<file path="src/rtl/sccb_master_rw.sv">
// SCCB master for register writes (3-phase) and reads (2-phase write + 2-phase read).
// Every bit is a slot of four quarters; SCL and the SDA pull-down are decoded from state/quarter.
module sccb_master_rw #(
    parameter int unsigned CLK_DIV   = 250,
    parameter bit          ADDR16    = 1'b1,
    parameter logic [7:0]  DEV_ID    = 8'h78,
    parameter bit          ACK_CHECK = 1'b0
) (
    input  logic        clk,
    input  logic        rstn,
    input  logic        start,
    input  logic        rw,
    input  logic [15:0] reg_addr,
    input  logic [7:0]  wr_data,
    output logic        busy,
    output logic        done,
    output logic [7:0]  rd_data,
    output logic        nack,
    output logic        scl,
    output logic        sda_oe,
    input  logic        sda_i
);
    localparam int unsigned   CW   = (CLK_DIV > 1) ? $clog2(CLK_DIV) : 1;
    localparam logic [CW-1:0] QMAX = CW'(CLK_DIV - 1);

    typedef enum logic [3:0] {
        StIdle, StStart, StId, StAddrH, StAddrL, StWData,
        StStop1, StRestart, StRId, StRData, StStop
    } state_t;

    state_t        r_state, w_state_d;
    logic [CW-1:0] r_qcnt, w_qcnt_d;
    logic [1:0]    r_quarter, w_quarter_d;
    logic [3:0]    r_bit, w_bit_d;
    logic          r_rw, w_rw_d;
    logic [15:0]   r_addr, w_addr_d;
    logic [7:0]    r_wdata, w_wdata_d;
    logic [7:0]    r_rx, w_rx_d;
    logic          r_rx_ok, w_rx_ok_d;
    logic [7:0]    r_rd_data, w_rd_data_d;
    logic          r_nack, w_nack_d;
    logic          r_ack_bad, w_ack_bad_d;
    logic          r_done, w_done_d;

    logic       w_tick, w_slot_end, w_sample, w_accept, w_last_bit, w_abort;
    logic       w_is_byte, w_slave_ack, w_txbit;
    logic [7:0] w_byte;

    assign w_tick      = (r_state != StIdle) && (r_qcnt == QMAX);
    assign w_slot_end  = w_tick && (r_quarter == 2'd3);
    assign w_sample    = w_tick && (r_quarter == 2'd1);
    assign w_accept    = (r_state == StIdle) && start && !r_done;
    assign w_last_bit  = (r_bit == 4'd8);
    assign w_abort     = ACK_CHECK && r_ack_bad;
    assign w_slave_ack = w_is_byte && (r_state != StRData);
    assign w_txbit     = w_byte[3'd7 - r_bit[2:0]];

    // Read data bytes shift out all ones so the master simply releases SDA.
    always_comb begin
        w_byte    = 8'hFF;
        w_is_byte = 1'b1;
        case (r_state)
            StId:    w_byte = {DEV_ID[7:1], 1'b0};
            StAddrH: w_byte = r_addr[15:8];
            StAddrL: w_byte = r_addr[7:0];
            StWData: w_byte = r_wdata;
            StRId:   w_byte = {DEV_ID[7:1], 1'b1};
            StRData: w_byte = 8'hFF;
            default: w_is_byte = 1'b0;
        endcase
    end

    always_comb begin
        scl    = 1'b1;
        sda_oe = 1'b0;
        case (r_state)
            StIdle: begin
            end
            StStart, StRestart: begin
                sda_oe = r_quarter[1];
                scl    = (r_quarter != 2'd3);
            end
            StStop1, StStop: begin
                sda_oe = ~r_quarter[1];
                scl    = (r_quarter != 2'd0);
            end
            default: begin
                sda_oe = ~w_last_bit & ~w_txbit;
                scl    = (r_quarter == 2'd1) || (r_quarter == 2'd2);
            end
        endcase
    end

    always_comb begin
        w_state_d   = r_state;
        w_qcnt_d    = r_qcnt;
        w_quarter_d = r_quarter;
        w_bit_d     = r_bit;
        w_rw_d      = r_rw;
        w_addr_d    = r_addr;
        w_wdata_d   = r_wdata;
        w_rx_d      = r_rx;
        w_rx_ok_d   = r_rx_ok;
        w_rd_data_d = r_rd_data;
        w_nack_d    = r_nack;
        w_ack_bad_d = r_ack_bad;
        w_done_d    = 1'b0;
        if (w_accept) begin
            w_state_d   = StStart;
            w_qcnt_d    = '0;
            w_quarter_d = 2'd0;
            w_bit_d     = 4'd0;
            w_rw_d      = rw;
            w_addr_d    = reg_addr;
            w_wdata_d   = wr_data;
            w_rx_ok_d   = 1'b0;
            w_nack_d    = 1'b0;
            w_ack_bad_d = 1'b0;
        end else if (r_state != StIdle) begin
            w_qcnt_d = w_tick ? '0 : r_qcnt + 1'b1;
            if (w_tick) begin
                w_quarter_d = r_quarter + 2'd1;
            end
            if (w_sample && w_slave_ack && w_last_bit) begin
                w_nack_d    = r_nack | sda_i;
                w_ack_bad_d = sda_i;
            end
            if (w_sample && (r_state == StRData) && !w_last_bit) begin
                w_rx_d = {r_rx[6:0], sda_i};
            end
            if (w_slot_end) begin
                if (w_is_byte && !w_last_bit) begin
                    w_bit_d = r_bit + 4'd1;
                end else begin
                    w_bit_d = 4'd0;
                    case (r_state)
                        StStart:   w_state_d = StId;
                        StId:      w_state_d = w_abort ? StStop : (ADDR16 ? StAddrH : StAddrL);
                        StAddrH:   w_state_d = w_abort ? StStop : StAddrL;
                        StAddrL:   w_state_d = w_abort ? StStop : (r_rw ? StStop1 : StWData);
                        StWData:   w_state_d = StStop;
                        StStop1:   w_state_d = StRestart;
                        StRestart: w_state_d = StRId;
                        StRId:     w_state_d = w_abort ? StStop : StRData;
                        StRData: begin
                            w_state_d = StStop;
                            w_rx_ok_d = 1'b1;
                        end
                        StStop: begin
                            w_state_d = StIdle;
                            w_done_d  = 1'b1;
                            if (r_rx_ok) begin
                                w_rd_data_d = r_rx;
                            end
                        end
                        default:   w_state_d = StIdle;
                    endcase
                end
            end
        end
    end

    always_ff @(posedge clk) begin
        if (!rstn) begin
            r_state   <= StIdle;
            r_qcnt    <= '0;
            r_quarter <= 2'd0;
            r_bit     <= 4'd0;
            r_rw      <= 1'b0;
            r_addr    <= 16'h0000;
            r_wdata   <= 8'h00;
            r_rx      <= 8'h00;
            r_rx_ok   <= 1'b0;
            r_rd_data <= 8'h00;
            r_nack    <= 1'b0;
            r_ack_bad <= 1'b0;
            r_done    <= 1'b0;
        end else begin
            r_state   <= w_state_d;
            r_qcnt    <= w_qcnt_d;
            r_quarter <= w_quarter_d;
            r_bit     <= w_bit_d;
            r_rw      <= w_rw_d;
            r_addr    <= w_addr_d;
            r_wdata   <= w_wdata_d;
            r_rx      <= w_rx_d;
            r_rx_ok   <= w_rx_ok_d;
            r_rd_data <= w_rd_data_d;
            r_nack    <= w_nack_d;
            r_ack_bad <= w_ack_bad_d;
            r_done    <= w_done_d;
        end
    end

    assign busy    = (r_state != StIdle);
    assign done    = r_done;
    assign rd_data = r_rd_data;
    assign nack    = r_nack;

endmodule

</file>
<file path="config.mk">
export PLATFORM = sky130hd
export DESIGN_NAME = sccb_master_rw
export DESIGN_NICKNAME = d
export VERILOG_FILES = /design/src/rtl/sccb_master_rw.sv
export SDC_FILE = /design/constraint.sdc
export NUM_CORES = 1
export LEC_CHECK = 0
export CAP_MARGIN = 40
export CORE_AREA = 2 2 87 89
export DETAILED_ROUTE_END_ITERATION = 8
export DIE_AREA = 0 0 89 91
export SYNTH_ARGS = -nofsm -noshare
export SYNTH_HDL_FRONTEND = slang
export SYNTH_SLANG_ARGS = --single-unit
</file>
<file path="constraint.sdc">
create_clock -name clk -period 3.32 [get_ports clk]
set_clock_uncertainty 0.2 [all_clocks]
set_input_delay 0.332 -clock clk [delete_from_list [all_inputs] [get_ports clk]]
set_output_delay 0.332 -clock clk [all_outputs]
set_load 0.05 [all_outputs]
</file>
# Yosys cells after proc, flatten, opt, wreduce, memory -nomap -nowiden
# Index checks and enable logic that the tools add are counted.
[word_totals]
elab_cells = 94
regBits = 62
output_inout_bits = 13
[op_classes]
n_bitwise = 10
magnitude_cmp = 1
n_eq_ne = 18
n_reduce_logical = 33
muxes = 15
addsub = 4
[op_table]
columns = ["op", "n"]
rows = [
  ["8-bit case mux with 5 select lines", 1],
  ["4-bit case mux with 8 select lines", 1],
  ["4-bit by 3-bit == test with 1-bit output (second input constant)", 4],
  ["4-bit == test (second input constant)", 4],
  ["1-bit logical AND", 11],
  ["3-bit AND reduction", 3],
  ["8-bit by 1-bit adder with 8-bit output (second input constant)", 1],
  ["4-bit by 2-bit == test with 1-bit output (second input constant)", 2],
  ["8-bit == test (second input constant)", 1],
  ["8-bit 2-to-1 mux", 1],
  ["1-bit inverter", 8],
  ["2-bit OR reduction", 4],
  ["1-bit 2-to-1 mux", 7],
  ["1-bit case mux with 3 select lines", 2],
  ["2-bit AND reduction", 3],
  ["6-bit AND reduction", 1],
  ["2-bit nonzero test", 3],
  ["6-bit OR reduction", 1],
  ["5-bit OR reduction", 1],
  ["4-bit by 1-bit adder with 4-bit output (second input constant)", 1],
  ["2-bit == test (second input constant)", 2],
  ["4-bit by 1-bit == test with 1-bit output (second input constant)", 1],
  ["4-bit logical NOT", 1],
  ["3-bit by 4-bit < comparator with 1-bit output (second input constant)", 1],
  ["14 further kinds", 16],
]

# Longest topological paths before layout
[logic_depth]
depth_word = 8
mapped_depth = 9

# Least setup slack after synthesis
# No wires, ideal clock.
[synth_timing]
path_kind = "reg-to-output"
start = "register r_state[3]"
end = "output sda_oe"
path_stages_with_launch = 7
arrival_time_ns = 2.622
path_slack_ns = 0.166
cell_sequence = "dfxtp_1 clkbuf_1 nor3b_1 nor2_1 o22ai_1 a21oi_1 o311ai_1"
[synth_between]
elab_chain_cells = 7
[synth_rtl]
columns = ["element", "line_no", "text"]
rows = [
  ["from (decl)", "31", "state_t r_state, w_state_d;"],
  ["from (signal assigned)", "165", "r_state <= StIdle;"],
  ["from (signal assigned)", "179", "r_state <= w_state_d;"],
  ["4-bit == test (tied with other cells)", "62", "case (r_state)"],
  ["8-bit case mux with 5 select lines", "62", ""],
  ["1-bit binary-select mux with 3-bit select", "56", "assign w_txbit = w_byte[3'd7 - r_bit[2:0]];"],
  ["1-bit 2-to-1 mux (not written as such)", "56", ""],
  ["1-bit inverter", "88", "sda_oe = ~w_last_bit & ~w_txbit;"],
  ["1-bit bitwise AND", "88", ""],
  ["1-bit case mux with 3 select lines *", "76", "case (r_state)"],
  ["to (decl)", "20", "output logic sda_oe,"],
]
# Mark *: on every way between the ends. The rest lies on a longest branch, timed or not. The select of a mux whose other input is x is not followed.

# Final worst setup path
[layout_timing]
start = "register r_state[2]"
end = "output sda_oe"
# The elaborated chain is that of the path after synthesis.

==> results.md <==
* Run status: finished clean
* Gate count of the mapped netlist at 368
* Vias in the first global route at 2533
* Hpwl dp at 5100 um
* TritonCTS clock tree: built
* GRT Overall Usage at 19.1%
* # rows at 31
* Synthesized area per cell at 8.33 sq um
* Max-slew violation count at 0
* Setup crit end: sda_oe
* Top cell family by delay on the critical path: compound AO/OA/AOI/OAI gates
* Top FF cell, synth: dfxtp_1
* GRT Residual Overflow at 0
* Synth Register Bits at 62
* Cell area after synthesis at 3070 sq um
* Worst-path clk slew at 0.07 ns
* Starting DRT DRC Count at 181
* Worst flop-to-flop path startpoint: r_state[1]$_SDFFE_PP0P_
* Max_slew headroom at 41.1%
* TritonCTS buffer count at 9
* Full die area at 8100 sq um
* Worst Setup SP: r_state[2]$_SDFFE_PP0P_
* Clk sinks at 62
* Global-route wire length before repair at 12000 um
* Crit path time final at 3.02 ns
* DP Cell Count at 498
* Share of the synthesized area in the top cell type at 40.5%
* Fin crit share at 91.1%
* Type of origin of the critical path: flip-flop
* Post-DP Area at 3610 sq um
* Worst IR drop on VDD at 231 uV
* Clk_lat worst skew at 0.34 ns
* Leakage at 1.32 nW
* Critical Path End Type: output port
* Die width at 89 um
* Asr flop ratio synth at 0%
* Max FO, Critical Path at 11
* CP max stage delay at 0.55 ns
* Area delta synth->final at 25.1%
* Sequential share of the synthesized area at 40.5%
* Reg2reg setup slack at 0.53 ns
* Worst EP required at 2.79 ns
* Post-CTS Setup Bufs at 0
* Power Total at 1.66 mW
* Die Ht at 91 um
* Post-CTS sizing at 0
* MaxCap Viol Count at 0
* Largest net degree at the start of global routing at 29
* Setup_tns at 0 ns
* NumNets Final at 446
* WL per Instance at 14.1 um
* Via count at 2673
* Top post-synthesis cells by area: dfxtp_1 (40%), nand2_1 (9.6%), mux2i_1 (6.5%)
* GPL Wtd Cong at 0.879
* Critical path class: flip-flop to output port
* Arr. time, crit path at 2.49 ns
* FMAX at 331 MHz
* Core Footprint at 7140 sq um
* FF-to-FF path depth at 5
* WHS Path Cells at 2
* Final hold vios at 0
* Post-CTS Hold Fix Bufs at 0
* Most frequent cells in the layout: nand2_1 (78), dfxtp_1 (62), clkdlybuf4s50_1 (39), a21boi_0 (23), mux2i_1 (20)
* WP depth at 6
* Starting Density at 43.0%
* Post-DR vias/cell at 5.21
* Crit path buf inv count at 1
* Detail Route Antenna Nets at 0
* Commonest non-fill, non-tap cell in the layout: nand2_1
* Worst hold path class: flip-flop to flip-flop
* Layout cells sized above 1 at 8.94%
* Syn Nets at 404
* Worst setup margin at 0.296 ns
* Worst-margin pin slew at 0.872 ns
* Cell area after layout at 3830 sq um
* Leading area contributor after synthesis: dfxtp_1
* Post-synth EDFFs at 0
* Setup WS pre-CTS at 0.574 ns
* Critical Path, Cell by Cell: nor2b_1 > nor2_1 > o22ai_1 > a21oi_1 > o311ai_1 > buf_12
* PwrDens at 434 nW/um^2
* Final number of setup-violating endpoints at 0
* YS warnings at 0
* RR Endpoint: rd_data[6]$_SDFFE_PN0P_
* CTS Buffer Depth at 2
* Crit-path slowest cell: dfxtp_1
* DRC viols at 0
* Final wirelength at 7240 um
* Htree depth at 3
* Initial antenna violation count at 0
* Ant. Diodes at 0
* Non-filler cells, final at 513
* I/O pin count at 42
* Cell variety after synth at 55
* RSZ-0062 raised after global routing: no
* PortBufs at 41
* Drt pass-1 iters at 4
* Root Buffer: clkbuf_8
==> metrics by stage <==
step                hold slack (ns)  utilization [%]
floorplan                     0.232                -
global placement              0.242             50.6
detailed placement            0.246             50.6
CTS                           0.256             53.7
global route                  0.279             53.7
finish                        0.259             53.7
==> layer usage <==
layer | share of wire [%] | global-route usage [%]
met5 | 0 | 0
met3 | 5.0 | 7.36
met1 | 50 | 26.3
met2 | 44 | 27.7
met4 | 0.94 | 5.60
==> cell families (layout without fill, tap and decap cells) <==
kind of cell,count (synthesis),in the layout,share of synthesized area [%]
buffers and inverters,34,80,4.24
AO/OA/AOI/OAI,78,78,17.8
multiplexers,23,23,7.63
flip-flops,62,62,40.5
AND/OR/NAND/NOR,154,154,24.1
XOR/XNOR,10,10,2.86
adder cells (fa/ha/maj),7,7,2.86
==> flip-flops by register name, indices dropped and copies added (netlist names) <==
signal	cells
r_qcnt	8
r_bit	4
r_addr	16
rd_data	8
r_rx_ok	1
r_wdata	8
nack	1
r_rw	1
r_state	4
r_rx	8
r_quarter	2
done	1
==> worst min-delay path, cell delays in order (launching register included) <==
cell,delay (ns)
dfxtp_1,0.31
nand2_1,0.05
a21boi_1,0.05
==> cell usage after synthesis (7+ instances only) <==
cell type  number
a21boi_0       23
a21oi_1        11
a31oi_1         7
clkbuf_1       20
dfxtp_1        62
ha_1            7
inv_1          11
mux2i_1        20
nand2_1        78
nand3_1        12
nor2_1         19
nor2b_1        13
nor3_1          7
o21ai_0         9
==> worst min-delay path by stage <==
stage                                  startpoint                      end
after floorplan           r_wdata[7]$_SDFFE_PN0P_  r_wdata[7]$_SDFFE_PN0P_
after global placement    r_wdata[7]$_SDFFE_PN0P_  r_wdata[7]$_SDFFE_PN0P_
after detailed placement  r_wdata[7]$_SDFFE_PN0P_  r_wdata[7]$_SDFFE_PN0P_
after CTS                 r_wdata[7]$_SDFFE_PN0P_  r_wdata[7]$_SDFFE_PN0P_
after global routing      rd_data[4]$_SDFFE_PN0P_  rd_data[4]$_SDFFE_PN0P_
final                     r_wdata[7]$_SDFFE_PN0P_  r_wdata[7]$_SDFFE_PN0P_
==> layout make-up <==
type / instances / area [sq um]
clock buffer: 12 / 155
clock inverter: 3 / 67.6
fill: 724 / 3300
inverter: 12 / 45.0
multi-input combinational: 272 / 1690
sequential: 62 / 1240
tap: 99 / 124
timing repair buffer: 53 / 508
==> power breakdown <==
| part | switching [mW] | total (mW) | internal [mW] |
|---|---|---|---|
| registers | 0.0154 | 0.780 | 0.765 |
| clock network | 0.289 | 0.749 | 0.460 |
| logic | 0.0678 | 0.134 | 0.0665 |
Note: power is estimated with default switching activity, not from simulation.
